## config.mk

```make
export PLATFORM = sky130hd
export DESIGN_NAME = kmul_arbiter_flat
export DESIGN_NICKNAME = d
export VERILOG_FILES = /design/src/rtl/kmul_arbiter_if.sv /design/src/rtl/kmul_arbiter.sv /design/src/flat_wrapper.sv
export SDC_FILE = /design/constraint.sdc
export NUM_CORES = 1
export LEC_CHECK = 0
export CORE_AREA = 4 4 251 253
export CTS_CLUSTER_DIAMETER = 200
export DETAILED_ROUTE_END_ITERATION = 16
export DIE_AREA = 0 0 255 257
export PLACE_DENSITY = 0.47
export SETUP_SLACK_MARGIN = 0.2
export SLEW_MARGIN = 15
export SYNTH_ARGS = -nofsm -noshare
export SYNTH_HDL_FRONTEND = slang
export SYNTH_SLANG_ARGS = --single-unit
```

## constraint.sdc

```tcl
create_clock -name clk -period 21.2 [get_ports clk]
set_input_delay 4.24 -clock clk [delete_from_list [all_inputs] [get_ports clk]]
set_output_delay 4.24 -clock clk [all_outputs]
set_load 0.1 [all_outputs]
```

## src/rtl/kmul_arbiter_if.sv

```systemverilog
// -----------------------------------------------------------------------------
// kmul_arbiter_if
//   Bundles every signal of kmul_arbiter except clk/rst: the requester
//   channels, the multiplier start/operand/product lines and the response
//   channel.
//
//   Parameters:
//     NREQ  number of requesters
//     IDW   requester ID width
//
//   Signals:
//     req_valid [NREQ]     per-requester operand valid          (to arbiter)
//     req_ready [NREQ]     per-requester accept, one-hot/zero   (from arbiter)
//     req_a/req_b [64*NREQ] operands, requester i at [64i+63:64i] (to arbiter)
//     mul_start            one-cycle multiplier start pulse     (from arbiter)
//     mul_a/mul_b [64]     registered multiplier operands       (from arbiter)
//     mul_p [128]          multiplier product                   (to arbiter)
//     mul_valid            multiplier valid_out                 (to arbiter)
//     rsp_valid/rsp_ready  response handshake
//     rsp_id [IDW]         owner of the product                 (from arbiter)
//     rsp_p [128]          product                              (from arbiter)
//     rsp_err              timeout abort flag                   (from arbiter)
//     busy                 arbiter not idle                     (from arbiter)
//
//   Modports:
//     slave   the arbiter itself
//     master  the surrounding environment (requesters, multiplier, sink)
// -----------------------------------------------------------------------------
interface kmul_arbiter_if #(
  parameter int NREQ = 2,
  parameter int IDW  = 3
);
  logic [NREQ-1:0]      req_valid;
  logic [NREQ-1:0]      req_ready;
  logic [64*NREQ-1:0]   req_a;
  logic [64*NREQ-1:0]   req_b;
  logic                 mul_start;
  logic [63:0]          mul_a;
  logic [63:0]          mul_b;
  logic [127:0]         mul_p;
  logic                 mul_valid;
  logic                 rsp_valid;
  logic                 rsp_ready;
  logic [IDW-1:0]       rsp_id;
  logic [127:0]         rsp_p;
  logic                 rsp_err;
  logic                 busy;

  modport slave (
    input  req_valid, req_a, req_b, mul_p, mul_valid, rsp_ready,
    output req_ready, mul_start, mul_a, mul_b, rsp_valid, rsp_id, rsp_p,
           rsp_err, busy
  );

  modport master (
    output req_valid, req_a, req_b, mul_p, mul_valid, rsp_ready,
    input  req_ready, mul_start, mul_a, mul_b, rsp_valid, rsp_id, rsp_p,
           rsp_err, busy
  );
endinterface

```

## src/rtl/kmul_arbiter.sv

```systemverilog
// -----------------------------------------------------------------------------
// kmul_arbiter
//   Shares a single karatsuba64 multiplier between NREQ requesters.
//   Round-robin grant in IDLE, registered operands plus a one-cycle start
//   pulse in ISSUE, wait for the multiplier valid in WAIT, and hold the
//   128-bit product with the owner's ID on a valid/ready channel in RESP.
//   Only one multiplication is ever in flight.
//
//   Parameters:
//     NREQ         number of requesters (2..8)
//     IDW          requester ID width, 2**IDW >= NREQ
//     TIMEOUT_CYC  maximum WAIT cycles before an abort (optional feature)
//
//   Ports:
//     clk   clock
//     rst   asynchronous, active-high reset
//     bus   kmul_arbiter_if.slave (requests, multiplier link, response)
//
//   Build option:
//     KMUL_ARB_TIMEOUT_EN  when defined, WAIT aborts after TIMEOUT_CYC cycles
//                          with rsp_err=1 and rsp_p=0. When undefined, no
//                          counter exists, WAIT is unbounded and rsp_err=0.
// -----------------------------------------------------------------------------
module kmul_arbiter #(
  parameter int NREQ        = 2,
  parameter int IDW         = 3,
  parameter int TIMEOUT_CYC = 64
) (
  input  logic           clk,
  input  logic           rst,
  kmul_arbiter_if.slave  bus
);

  if (NREQ < 2 || NREQ > 8 || (2 ** IDW) < NREQ || TIMEOUT_CYC < 1) begin : g_param_check
    $error("kmul_arbiter: illegal parameter combination");
  end

  typedef enum logic [1:0] {
    IDLE  = 2'd0,
    ISSUE = 2'd1,
    WAIT  = 2'd2,
    RESP  = 2'd3
  } state_t;

  state_t          state_q, state_d;
  logic            mul_start_q, mul_start_d;
  logic [63:0]     mul_a_q, mul_a_d;
  logic [63:0]     mul_b_q, mul_b_d;
  logic [IDW-1:0]  cur_id_q, cur_id_d;
  logic [IDW-1:0]  last_grant_q, last_grant_d;
  logic            rsp_valid_q, rsp_valid_d;
  logic [IDW-1:0]  rsp_id_q, rsp_id_d;
  logic [127:0]    rsp_p_q, rsp_p_d;

`ifdef KMUL_ARB_TIMEOUT_EN
  localparam int CW = (TIMEOUT_CYC > 2) ? $clog2(TIMEOUT_CYC) : 1;
  logic            rsp_err_q, rsp_err_d;
  logic [CW-1:0]   tmo_q, tmo_d;
  logic            tmo_hit;

  assign tmo_hit = (tmo_q == CW'(TIMEOUT_CYC - 1));
`endif

  // ---------------------------------------------------------------------------
  // Round-robin grant: candidates are visited in order last_grant+1,
  // last_grant+2, ... modulo NREQ. The inner loop compares against constant
  // indices so every req_valid bit select stays in range.
  // ---------------------------------------------------------------------------
  logic            grant_found;
  logic [IDW-1:0]  grant_idx;
  logic [IDW:0]    cand;

  always_comb begin
    grant_found = 1'b0;
    grant_idx   = '0;
    cand        = '0;
    for (int unsigned k = 1; k <= NREQ; k++) begin
      cand = {1'b0, last_grant_q} + (IDW+1)'(k);
      if (cand >= (IDW+1)'(NREQ)) begin
        cand = cand - (IDW+1)'(NREQ);
      end
      for (int unsigned i = 0; i < NREQ; i++) begin
        if (!grant_found && (cand == (IDW+1)'(i)) && bus.req_valid[i]) begin
          grant_found = 1'b1;
          grant_idx   = IDW'(i);
        end
      end
    end
  end

  // Operand select for the granted requester
  logic [63:0] sel_a, sel_b;

  always_comb begin
    sel_a = '0;
    sel_b = '0;
    for (int unsigned i = 0; i < NREQ; i++) begin
      if (grant_idx == IDW'(i)) begin
        sel_a = bus.req_a[64*i +: 64];
        sel_b = bus.req_b[64*i +: 64];
      end
    end
  end

  // req_ready is one-hot on the grant, and only while IDLE
  logic [NREQ-1:0] req_ready_c;

  always_comb begin
    req_ready_c = '0;
    if (state_q == IDLE && grant_found) begin
      for (int unsigned i = 0; i < NREQ; i++) begin
        if (grant_idx == IDW'(i)) begin
          req_ready_c[i] = 1'b1;
        end
      end
    end
  end

  // ---------------------------------------------------------------------------
  // Next-state / datapath
  // ---------------------------------------------------------------------------
  always_comb begin
    state_d      = state_q;
    mul_start_d  = 1'b0;
    mul_a_d      = mul_a_q;
    mul_b_d      = mul_b_q;
    cur_id_d     = cur_id_q;
    last_grant_d = last_grant_q;
    rsp_valid_d  = rsp_valid_q;
    rsp_id_d     = rsp_id_q;
    rsp_p_d      = rsp_p_q;
`ifdef KMUL_ARB_TIMEOUT_EN
    rsp_err_d    = rsp_err_q;
    tmo_d        = tmo_q;
`endif

    case (state_q)
      IDLE: begin
        // A found grant is always a handshake: req_ready mirrors it.
        if (grant_found) begin
          mul_a_d      = sel_a;
          mul_b_d      = sel_b;
          cur_id_d     = grant_idx;
          last_grant_d = grant_idx;
          mul_start_d  = 1'b1;
          state_d      = ISSUE;
        end
      end

      ISSUE: begin
        state_d = WAIT;
`ifdef KMUL_ARB_TIMEOUT_EN
        tmo_d   = '0;
`endif
      end

      WAIT: begin
        if (bus.mul_valid) begin
          rsp_p_d     = bus.mul_p;
          rsp_id_d    = cur_id_q;
          rsp_valid_d = 1'b1;
          state_d     = RESP;
`ifdef KMUL_ARB_TIMEOUT_EN
          rsp_err_d   = 1'b0;
        end else if (tmo_hit) begin
          rsp_p_d     = '0;
          rsp_id_d    = cur_id_q;
          rsp_err_d   = 1'b1;
          rsp_valid_d = 1'b1;
          state_d     = RESP;
        end else begin
          tmo_d       = tmo_q + CW'(1);
`endif
        end
      end

      RESP: begin
        if (bus.rsp_ready) begin
          rsp_valid_d = 1'b0;
          state_d     = IDLE;
        end
      end

      default: begin
        rsp_valid_d = 1'b0;
        state_d     = IDLE;
      end
    endcase
  end

  always_ff @(posedge clk or posedge rst) begin
    if (rst) begin
      state_q      <= IDLE;
      mul_start_q  <= 1'b0;
      mul_a_q      <= '0;
      mul_b_q      <= '0;
      cur_id_q     <= '0;
      last_grant_q <= IDW'(NREQ - 1);
      rsp_valid_q  <= 1'b0;
      rsp_id_q     <= '0;
      rsp_p_q      <= '0;
`ifdef KMUL_ARB_TIMEOUT_EN
      rsp_err_q    <= 1'b0;
      tmo_q        <= '0;
`endif
    end else begin
      state_q      <= state_d;
      mul_start_q  <= mul_start_d;
      mul_a_q      <= mul_a_d;
      mul_b_q      <= mul_b_d;
      cur_id_q     <= cur_id_d;
      last_grant_q <= last_grant_d;
      rsp_valid_q  <= rsp_valid_d;
      rsp_id_q     <= rsp_id_d;
      rsp_p_q      <= rsp_p_d;
`ifdef KMUL_ARB_TIMEOUT_EN
      rsp_err_q    <= rsp_err_d;
      tmo_q        <= tmo_d;
`endif
    end
  end

  // ---------------------------------------------------------------------------
  // Outputs
  // ---------------------------------------------------------------------------
  assign bus.req_ready = req_ready_c;
  assign bus.mul_start = mul_start_q;
  assign bus.mul_a     = mul_a_q;
  assign bus.mul_b     = mul_b_q;
  assign bus.rsp_valid = rsp_valid_q;
  assign bus.rsp_id    = rsp_id_q;
  assign bus.rsp_p     = rsp_p_q;
  assign bus.busy      = (state_q != IDLE);
`ifdef KMUL_ARB_TIMEOUT_EN
  assign bus.rsp_err   = rsp_err_q;
`else
  assign bus.rsp_err   = 1'b0;
`endif

endmodule
```

## src/flat_wrapper.sv

```systemverilog
// flat-port wrapper written by rule: the top's interface ports become plain ports
module kmul_arbiter_flat 
#(
  parameter int NREQ        = 2,
  parameter int IDW         = 3,
  parameter int TIMEOUT_CYC = 64
)
  (clk, rst, bus_req_valid, bus_req_a, bus_req_b, bus_mul_p, bus_mul_valid, bus_rsp_ready, bus_req_ready, bus_mul_start, bus_mul_a, bus_mul_b, bus_rsp_valid, bus_rsp_id, bus_rsp_p, bus_rsp_err, bus_busy);
  kmul_arbiter_if #(.NREQ(NREQ), .IDW(IDW)) bus_i ();
  input  logic clk;
  input  logic rst;
  input wire logic [$bits(bus_i.req_valid)-1:0] bus_req_valid;
  input wire logic [$bits(bus_i.req_a)-1:0] bus_req_a;
  input wire logic [$bits(bus_i.req_b)-1:0] bus_req_b;
  input wire logic [$bits(bus_i.mul_p)-1:0] bus_mul_p;
  input wire logic [$bits(bus_i.mul_valid)-1:0] bus_mul_valid;
  input wire logic [$bits(bus_i.rsp_ready)-1:0] bus_rsp_ready;
  output wire logic [$bits(bus_i.req_ready)-1:0] bus_req_ready;
  output wire logic [$bits(bus_i.mul_start)-1:0] bus_mul_start;
  output wire logic [$bits(bus_i.mul_a)-1:0] bus_mul_a;
  output wire logic [$bits(bus_i.mul_b)-1:0] bus_mul_b;
  output wire logic [$bits(bus_i.rsp_valid)-1:0] bus_rsp_valid;
  output wire logic [$bits(bus_i.rsp_id)-1:0] bus_rsp_id;
  output wire logic [$bits(bus_i.rsp_p)-1:0] bus_rsp_p;
  output wire logic [$bits(bus_i.rsp_err)-1:0] bus_rsp_err;
  output wire logic [$bits(bus_i.busy)-1:0] bus_busy;
  assign bus_i.req_valid = bus_req_valid;
  assign bus_i.req_a = bus_req_a;
  assign bus_i.req_b = bus_req_b;
  assign bus_i.mul_p = bus_mul_p;
  assign bus_i.mul_valid = bus_mul_valid;
  assign bus_i.rsp_ready = bus_rsp_ready;
  assign bus_req_ready = bus_i.req_ready;
  assign bus_mul_start = bus_i.mul_start;
  assign bus_mul_a = bus_i.mul_a;
  assign bus_mul_b = bus_i.mul_b;
  assign bus_rsp_valid = bus_i.rsp_valid;
  assign bus_rsp_id = bus_i.rsp_id;
  assign bus_rsp_p = bus_i.rsp_p;
  assign bus_rsp_err = bus_i.rsp_err;
  assign bus_busy = bus_i.busy;
  kmul_arbiter #(.NREQ(NREQ), .IDW(IDW), .TIMEOUT_CYC(TIMEOUT_CYC)) u_core (.clk(clk), .rst(rst), .bus(bus_i));
endmodule
```

[Word level (Yosys, flattened, before mapping)]
Index checks and enable logic that the tools add are counted.
Word-level totals
  bits of input ports: 390
  logic and storage cells: 70
  register bits: 269
  output and inout port bits: 265
Cells by class
  reductions and logical operators: 21
  $lt $le $gt $ge: 2
  $add $sub $neg: 4
  mux-type cells: 25
  eq/ne operators: 9
Operators by type and width (number)
  $mux 64: 4
  $mux 1: 13
  $eq 4x1->1 const B: 2
  $ge 4x2->1 const B: 2
  $logic_and 1x1->1: 8
  $logic_not 4->1: 2
  $mux 2: 4
  $mux 4: 2
  $pmux 2 s4: 1
  $sub 4x2->4 const B: 2
  $reduce_and 3->1: 2
  $add 3x1->4 const B: 1
  $add 3x2->4 const B: 1
  $eq 2x2->1 const B: 2
  $ne 2x2->1 const B: 2
  $reduce_and 2->1: 2
  $reduce_bool 2->1: 2
  $logic_not 1->1: 3
  $logic_not 3->1: 1
  $eq 2x1->1 const B: 1
  $logic_not 2->1: 1
  $ne 2x1->1 const B: 1
  $pmux 1 s2: 1
  $eq 1x1->1 const B: 1

[Depth between registers and ports, before layout]
Gate-level depths: netlist of run 1.
  depth in word-level cells: 21
  gate-level depth with buffers: 8
  depth with buffers taken out: 6

[Worst setup path after synthesis of run 1]
OpenSTA, ideal clock, no wires.
  path type: input port to output port
  start: input bus_req_valid[0]
  end: output bus_req_ready[0]
  buffers on the path: 2
  arrival time: 5.411 ns
  required time: 16.960 ns
  path slack: 11.549 ns
  stages: 4
  path through: and2_4 -> buf_2 -> buf_6 -> and2_1
Between the ends
  word-level cells in the longest chain between the ends: 17
  elaborated cells on any way between the ends: 21
  those cells by class: mux: 9; reduce/logical: 12
RTL lines
  start: declaration: line flat_wrapper.sv:12  | input wire logic [$bits(bus_i.req_valid)-1:0] bus_req_valid;
  $logic_and 1x1->1: line kmul_arbiter.sv:83  | if (!grant_found && (cand == (IDW+1)'(i)) && bus.req_valid[i]) begin
  $mux 1: line kmul_arbiter.sv:83
  $logic_not 1->1: line kmul_arbiter.sv:83
  $logic_and 1x1->1 (2 in series): line kmul_arbiter.sv:83
  $mux 1: line kmul_arbiter.sv:83
  $logic_not 1->1: line kmul_arbiter.sv:83
  $logic_and 1x1->1 (2 in series): line kmul_arbiter.sv:83
  $mux 1: line kmul_arbiter.sv:83
  $logic_not 1->1: line kmul_arbiter.sv:83
  $logic_and 1x1->1 (2 in series): line kmul_arbiter.sv:83
  $mux 1: line kmul_arbiter.sv:83
  $logic_not 3->1: line kmul_arbiter.sv:112  | if (grant_idx == IDW'(i)) begin
  $mux 1: line kmul_arbiter.sv:112
  $mux 2 (*): line kmul_arbiter.sv:110  | if (state_q == IDLE && grant_found) begin
  end: declaration: line flat_wrapper.sv:18  | output wire logic [$bits(bus_i.req_ready)-1:0] bus_req_ready;
Every way passes the cells marked *; elsewhere a longest branch is shown, timed or not.

[Final worst setup path of run 1]
  start: input bus_req_valid[1]
  end: output bus_req_ready[1]
Between the ends
  word-level cells in the longest chain between the ends: 13
  elaborated cells on any way between the ends: 17
  those cells by class: eq/ne: 1; mux: 8; reduce/logical: 8
RTL lines (line)
  $logic_and 1x1->1: kmul_arbiter.sv:83
  $mux 1: kmul_arbiter.sv:83
  $logic_not 1->1: kmul_arbiter.sv:83
  $logic_and 1x1->1 (2 in series): kmul_arbiter.sv:83
  $mux 1: kmul_arbiter.sv:83
  $logic_not 1->1: kmul_arbiter.sv:83
  $logic_and 1x1->1 (2 in series): kmul_arbiter.sv:83
  $mux 1: kmul_arbiter.sv:83
  $eq 1x1->1: kmul_arbiter.sv:112
  $mux 1: kmul_arbiter.sv:112
  $mux 2 (*): kmul_arbiter.sv:110
Marked as above.

==> results of run 1 <==
state kept, by name, indices dropped and copies added, names as in the netlist:
name and flops:
u_core.last_grant_q 1, u_core.bus.mul_a 64, u_core.bus.mul_b 64, u_core.cur_id_q 1, u_core.bus.rsp_p 128, u_core.bus.rsp_valid 1
u_core.state_q 2, u_core.bus.mul_start 1, u_core.bus.rsp_id 1
area by class of cell:
type / count / area, um^2 / area share (%)
timing repair buffer: 661 / 6590 / 34.7
inverter: 7 / 33.8 / 0.178
antenna: 1 / 2.50 / 0.0132
clock buffer: 50 / 1010 / 5.32
multi-input combinational: 410 / 3730 / 19.6
tap: 790 / 988 / 5.20
sequential: 263 / 6580 / 34.6
clock inverter: 9 / 76.3 / 0.401
worst register-to-register path, delay by kind of cell (launching register included):
family | cells | cell delay (ps)
buf+inv | 3 | 1540
compound gates | 2 | 510
flops | 1 | 390
fa+ha+maj | 1 | 330
simple gates | 1 | 140
synth_stat cells (all sizes together):
library cell and instances:
a21oi 2, a221o 128, a221oi 1, and2 2, and3 128, buf 69
clkbuf 4, conb 1, dfrtp 262, dfstp 1, ha 3, inv 7
mux2 130, nand2 2, nand2b 1, nor2 5, nor2b 1, o21ai 2
o2bb2ai 1, o32a 1
through the flow:
stage	hold WS [ps]	util, %	instances	instance area [um^2]	setup slack (ps)
6_report	487	31.2	2191	19000	10010
5_1_grt	498	31.2	2191	19000	9890
2_1_floorplan	461	-	753	10800	9720
3_3_place_gp	472	29.4	2131	17900	9960
3_5_place_dp	481	29.4	2131	17900	9990
4_1_cts	493	31.2	2190	19000	9990
worst paths after layout:
kind	startpoint	to	slack (ps)	depth (start not counted)
min in group asynchronous	rst	u_core.bus.rsp_p[121]	4180	2
worst min register to register	u_core.bus.rsp_p[35]	u_core.bus.rsp_p[35]	490	1
max in group asynchronous	rst	u_core.bus.rsp_p[87]	14890	4
worst max-delay path	bus_req_valid[1]	bus_req_ready[1]	10010	5
worst max register to register	u_core.state_q[0]	u_core.bus.mul_b[15]	18220	7
worst min-delay path	u_core.bus.rsp_p[35]	u_core.bus.rsp_p[35]	490	1
logic make-up after synthesis:
| logic type | after synthesis |
|---|---|
| DFF | 263 |
| and+or+nand+nor | 139 |
| AOI/OAI and AO/OA | 135 |
| muxes | 130 |
| buffers and inverters | 80 |
| adders and majority gates | 3 |
| other | 1 |
layer usage:
| metal | wire length (um) | track usage (%) |
|---|---|---|
| met1 | 17400 | 15.1 |
| met2 | 23600 | 23.8 |
| met3 | 4070 | 4.43 |
| met4 | 1180 | 3.74 |
| met5 | 19 | 0 |
placed cells by master, fill, tap and decap left out, drive strengths merged, types with 2 or more instances in the layout:
master           n
inv              8
conb             3
dfrtp          262
clkbuf          50
ha               3
mux2           130
nand2            2
buf             10
o21ai            2
a21oi            2
a221o          128
nor2             5
and3           128
and2             2
clkdlybuf4s50  651
clkinv           6
==> reports/metrics.cfg, run 1 <==
[clocking]
hold_buffers=0
cts.repair.resized=0
cts_root_buf=clkbuf_16
clock-sinks=263
insertion_delay_ps=520
tritoncts=built
clockBufferDepth=3
post_cts_buffers=0
clk_pin_slew_ps=60
h-tree-depth=2
cts_made_buffers=34

[layout]
drive_gt1_share_pct=5.71
area_delta_synth_final_pct=75.6
final_nets=1770
fill_cells=6150

[timing]
final.setup.tns_ps=0
final_hold_viol_count=0
period_minus_slack_ps=11190
slew_headroom_pct=25.6
max_freq_mhz=89.3
rsz0062_at_grt=no
final-setup-viol-count=0
worstMarginPinSlew_ps=1110
final_max_slew_viol_count=0
fin_crit_sh_pct=52.8
fin_skew_ps=15.6

[worst_setup_path]
crit_fanout=52
critPathKind=in -> out
cpMostUsedCell=clkdlybuf4s50_1
cp_slowest_cell=clkdlybuf4s50_1
cp-start-kind=primary input
path_delay_family=buffers and inverters
crit_chain=clkdlybuf4s50_1 -> nand2_1 -> a21oi_4 -> buf_4 -> clkdlybuf4s50_1
crit_arrival_ps=6950
cp_slowest_stage_delay_ps=1270
path_buf_inv=3
critPathRequiredTime_ps=16960
endpoint_kind=output pin

[floorplanning]
boundaryPins=655
start_util_pct=17.7
die-area_mm2=0.0655
rows=91
dieHeight_um=257
die_w_um=255
core_mm2=0.0610

[global_routing]
grt_max_degree=83
grt-ovfl-total=0
grt_pass1_vias=9846
antenna_found_initial=3
grt_use_total_pct=13.3
grt_pass1_wl_um=66200

[synthesis]
synth_seq_area_share_pct=60.8
synth-simple-area-share_pct=7.96
synth_top_area_cell=dfrtp_1
synth_area_leaders=dfrtp_1 (61%), mux2_1 (12%), a221o_1 (12%), and3_1 (7.4%), buf_6 (2.5%)
synthXorXnorAreaFrac_pct=0
synth_top_cell_area_share_pct=60.5
ys_ff_latch=263
synth_cell_types=27
synthMuxAreaShare_pct=13.5
synth-adder-area-share_pct=0.347
synth_area_mm2=0.0108
synth_top_family_by_area=multiplexers
synth_compound_area_share_pct=12.3
yosysWarningCount=0
avgSynthCellArea_um2=14.4
postSynthCellCount=751

[placed_design]
gp_congestion=0.786
numPortBuffers=651
dp_hpwl_um=33200

[route]
drc_errors=0
vias=9117
drt_first_pass_iters=4
wire_per_inst_um=21.1
antenna_left=0
vias_per_cell=4.16
drt_iter0_markers=434
wirelength_um=46200

[flow_run]
drv_cap=0

[run_status]
status=completed

[worst_hold_path]
min_path_type=reg -> reg

Power of run 1 is left out: the tool's default activity adds up to more than one toggle a clock period on the data nets, which glitch-free logic cannot reach.
==> run 2: changes to the inputs <==
CORE_AREA = 4 4 253 255   (was 4 4 251 253)
DIE_AREA = 0 0 257 259   (was 0 0 255 257)
PLACE_DENSITY = 0.48   (was 0.47)
clock period = 10.21 ns   (was 21.2 ns; I/O delays follow)
==> run 2 against run 1 <==
Compared with the run above: routed wire length down 2.3%; global-route usage down 0.40 points; sequential cell count unchanged; clock-buffer cell count down 2; first-iteration DRC count down 11%; largest cell class unchanged.
==> reports/metrics.cfg, run 2 (synthesis results as in run 1) <==
[timing]
worstMarginPinSlew_ps=1130  ; +14.7 ps
period_minus_slack_ps=6570
final.setup.tns_ps=0  ; unchanged
max_freq_mhz=152
fin_skew_ps=8.31  ; -7.25 ps
final-setup-viol-count=0  ; unchanged
final_hold_viol_count=0  ; unchanged
rsz0062_at_grt=no
slew_headroom_pct=24.6  ; -0.99 points
timing.final.ws_setup_ps=3640  ; -6370 ps
fin_crit_sh_pct=64.4
final_max_slew_viol_count=0  ; unchanged

[global_routing]
antenna_found_initial=7  ; +4
grt_use_total_pct=12.9  ; -0.40 points
grt_max_degree=102  ; +23%
grt_pass1_wl_um=66200  ; about the same
grt-ovfl-total=0  ; unchanged
grt_pass1_vias=9930  ; +0.85%

[flow_run]
drv_cap=0  ; unchanged

[worst_setup_path]
cp_slowest_stage_delay_ps=1160  ; -110 ps
crit_chain=clkdlybuf4s50_1 -> and2_4 -> and2_1 -> clkdlybuf4s50_1
critPathKind=in -> out
crit_fanout=34  ; -35%
cpMostUsedCell=clkdlybuf4s50_1
path_delay_family=buffers and inverters
path_buf_inv=2  ; -1
reg2reg_setup_slack_ps=7200  ; -11020 ps
crit_arrival_ps=4530  ; -2420 ps
endpoint_kind=output pin
startpoint=bus_req_valid[0]
cp-start-kind=primary input
critPathRequiredTime_ps=8170  ; -8790 ps
cp_slowest_cell=clkdlybuf4s50_1
r2r_start=u_core.state_q[0]

[clocking]
h-tree-depth=2  ; unchanged
post_cts_buffers=0  ; unchanged
cts.repair.resized=0  ; unchanged
clk_pin_slew_ps=50  ; about the same
cts_root_buf=clkbuf_16
clock-sinks=263  ; unchanged
cts_made_buffers=34  ; unchanged
clockBufferDepth=3  ; unchanged
hold_buffers=0  ; unchanged
tritoncts=built
insertion_delay_ps=520  ; about the same

[route]
vias_per_cell=4.07  ; -2.3%
wire_per_inst_um=20.2  ; -4.3%
vias=9099  ; -0.20%
drt_iter0_markers=387  ; -11%
wirelength_um=45200  ; -2.3%
drc_errors=0  ; unchanged
antenna_left=0  ; unchanged
drt_first_pass_iters=4  ; unchanged

[floorplanning]
die_w_um=257  ; +0.78%
dieHeight_um=259  ; +0.78%
core_mm2=0.0616  ; +0.93%
rows=91  ; unchanged
start_util_pct=17.6  ; -0.16 points
die-area_mm2=0.0666  ; +1.6%
boundaryPins=655  ; unchanged

[worst_hold_path]
min_path_type=reg -> reg
min_from=u_core.bus.rsp_p[94]

[layout]
final_cell_mix=clkdlybuf4s50_1 (651), dfrtp_1 (262), and3_1 (128), a221o_1 (128), mux2_1 (120)
area_delta_synth_final_pct=76.3
largest_reg_flops=128  ; unchanged
fill_cells=6309  ; +2.6%
final_nets=1770  ; unchanged
drive_gt1_share_pct=5.51  ; -0.20 points
layout_commonest_cell=clkdlybuf4s50_1

[placed_design]
numPortBuffers=651  ; unchanged
dp_hpwl_um=33200  ; about the same
dp_slack_ps=3620  ; -6370 ps
gp_congestion=0.774  ; -1.5%

[run_status]
status=completed

-- run 2: cell count changes in the layout (fill, tap and decap cells not counted) --
cell        delta
clkbuf_8       -2
clkinvlp_4     -1
diode_2        +3
clkinv_4       +1
inv_6          -1
clkinv_8       +2
clkinv_2       -3
bufinv_16      +1
-- run 2: worst paths after layout --
kind	to	cells past startpoint
min in group asynchronous	u_core.bus.rsp_p[27]	2
setup / recovery	bus_req_ready[0]	4
setup reg to reg	u_core.bus.mul_a[12]	7
max in group asynchronous	u_core.bus.mul_a[2]	4
hold / removal	u_core.bus.rsp_p[94]	1
hold reg to reg	u_core.bus.rsp_p[94]	1
-- run 2: per-layer routing --
layer | up-vias | GRT usage, % | wire length (um)
met5 | - | 0 | 69
met2 | 430 | 23.2 | 23200
met4 | 10 | 3.73 | 1150
met3 | 66 | 4.98 | 3890
met1 | 4449 | 14.2 | 16800
li1 | 4144 | - | -
-- run 2: metrics by stage --
step	instance area (um^2)	hold slack [ps]	instances	utilization [%]
global route	19100	500	2236	31.0
detailed placement	18000	480	2178	29.2
finish	19100	487	2238	31.0
CTS	19100	493	2234	31.0
global placement	18000	473	2178	29.2
floorplan	10800	461	753	-
-- run 2: final cells by class --
type | instances | area (um^2) | share of cell area [%]
Antenna cell | 4 | 10.0 | 0.0524
Clock inverter | 8 | 116 | 0.609
Tap cell | 837 | 1050 | 5.48
Multi-Input combinational cell | 410 | 3730 | 19.5
Clock buffer | 48 | 985 | 5.16
Inverter | 7 | 33.8 | 0.177
Timing Repair Buffer | 661 | 6590 | 34.5
Sequential cell | 263 | 6580 | 34.5
Power of run 2 is left out for the same reason.
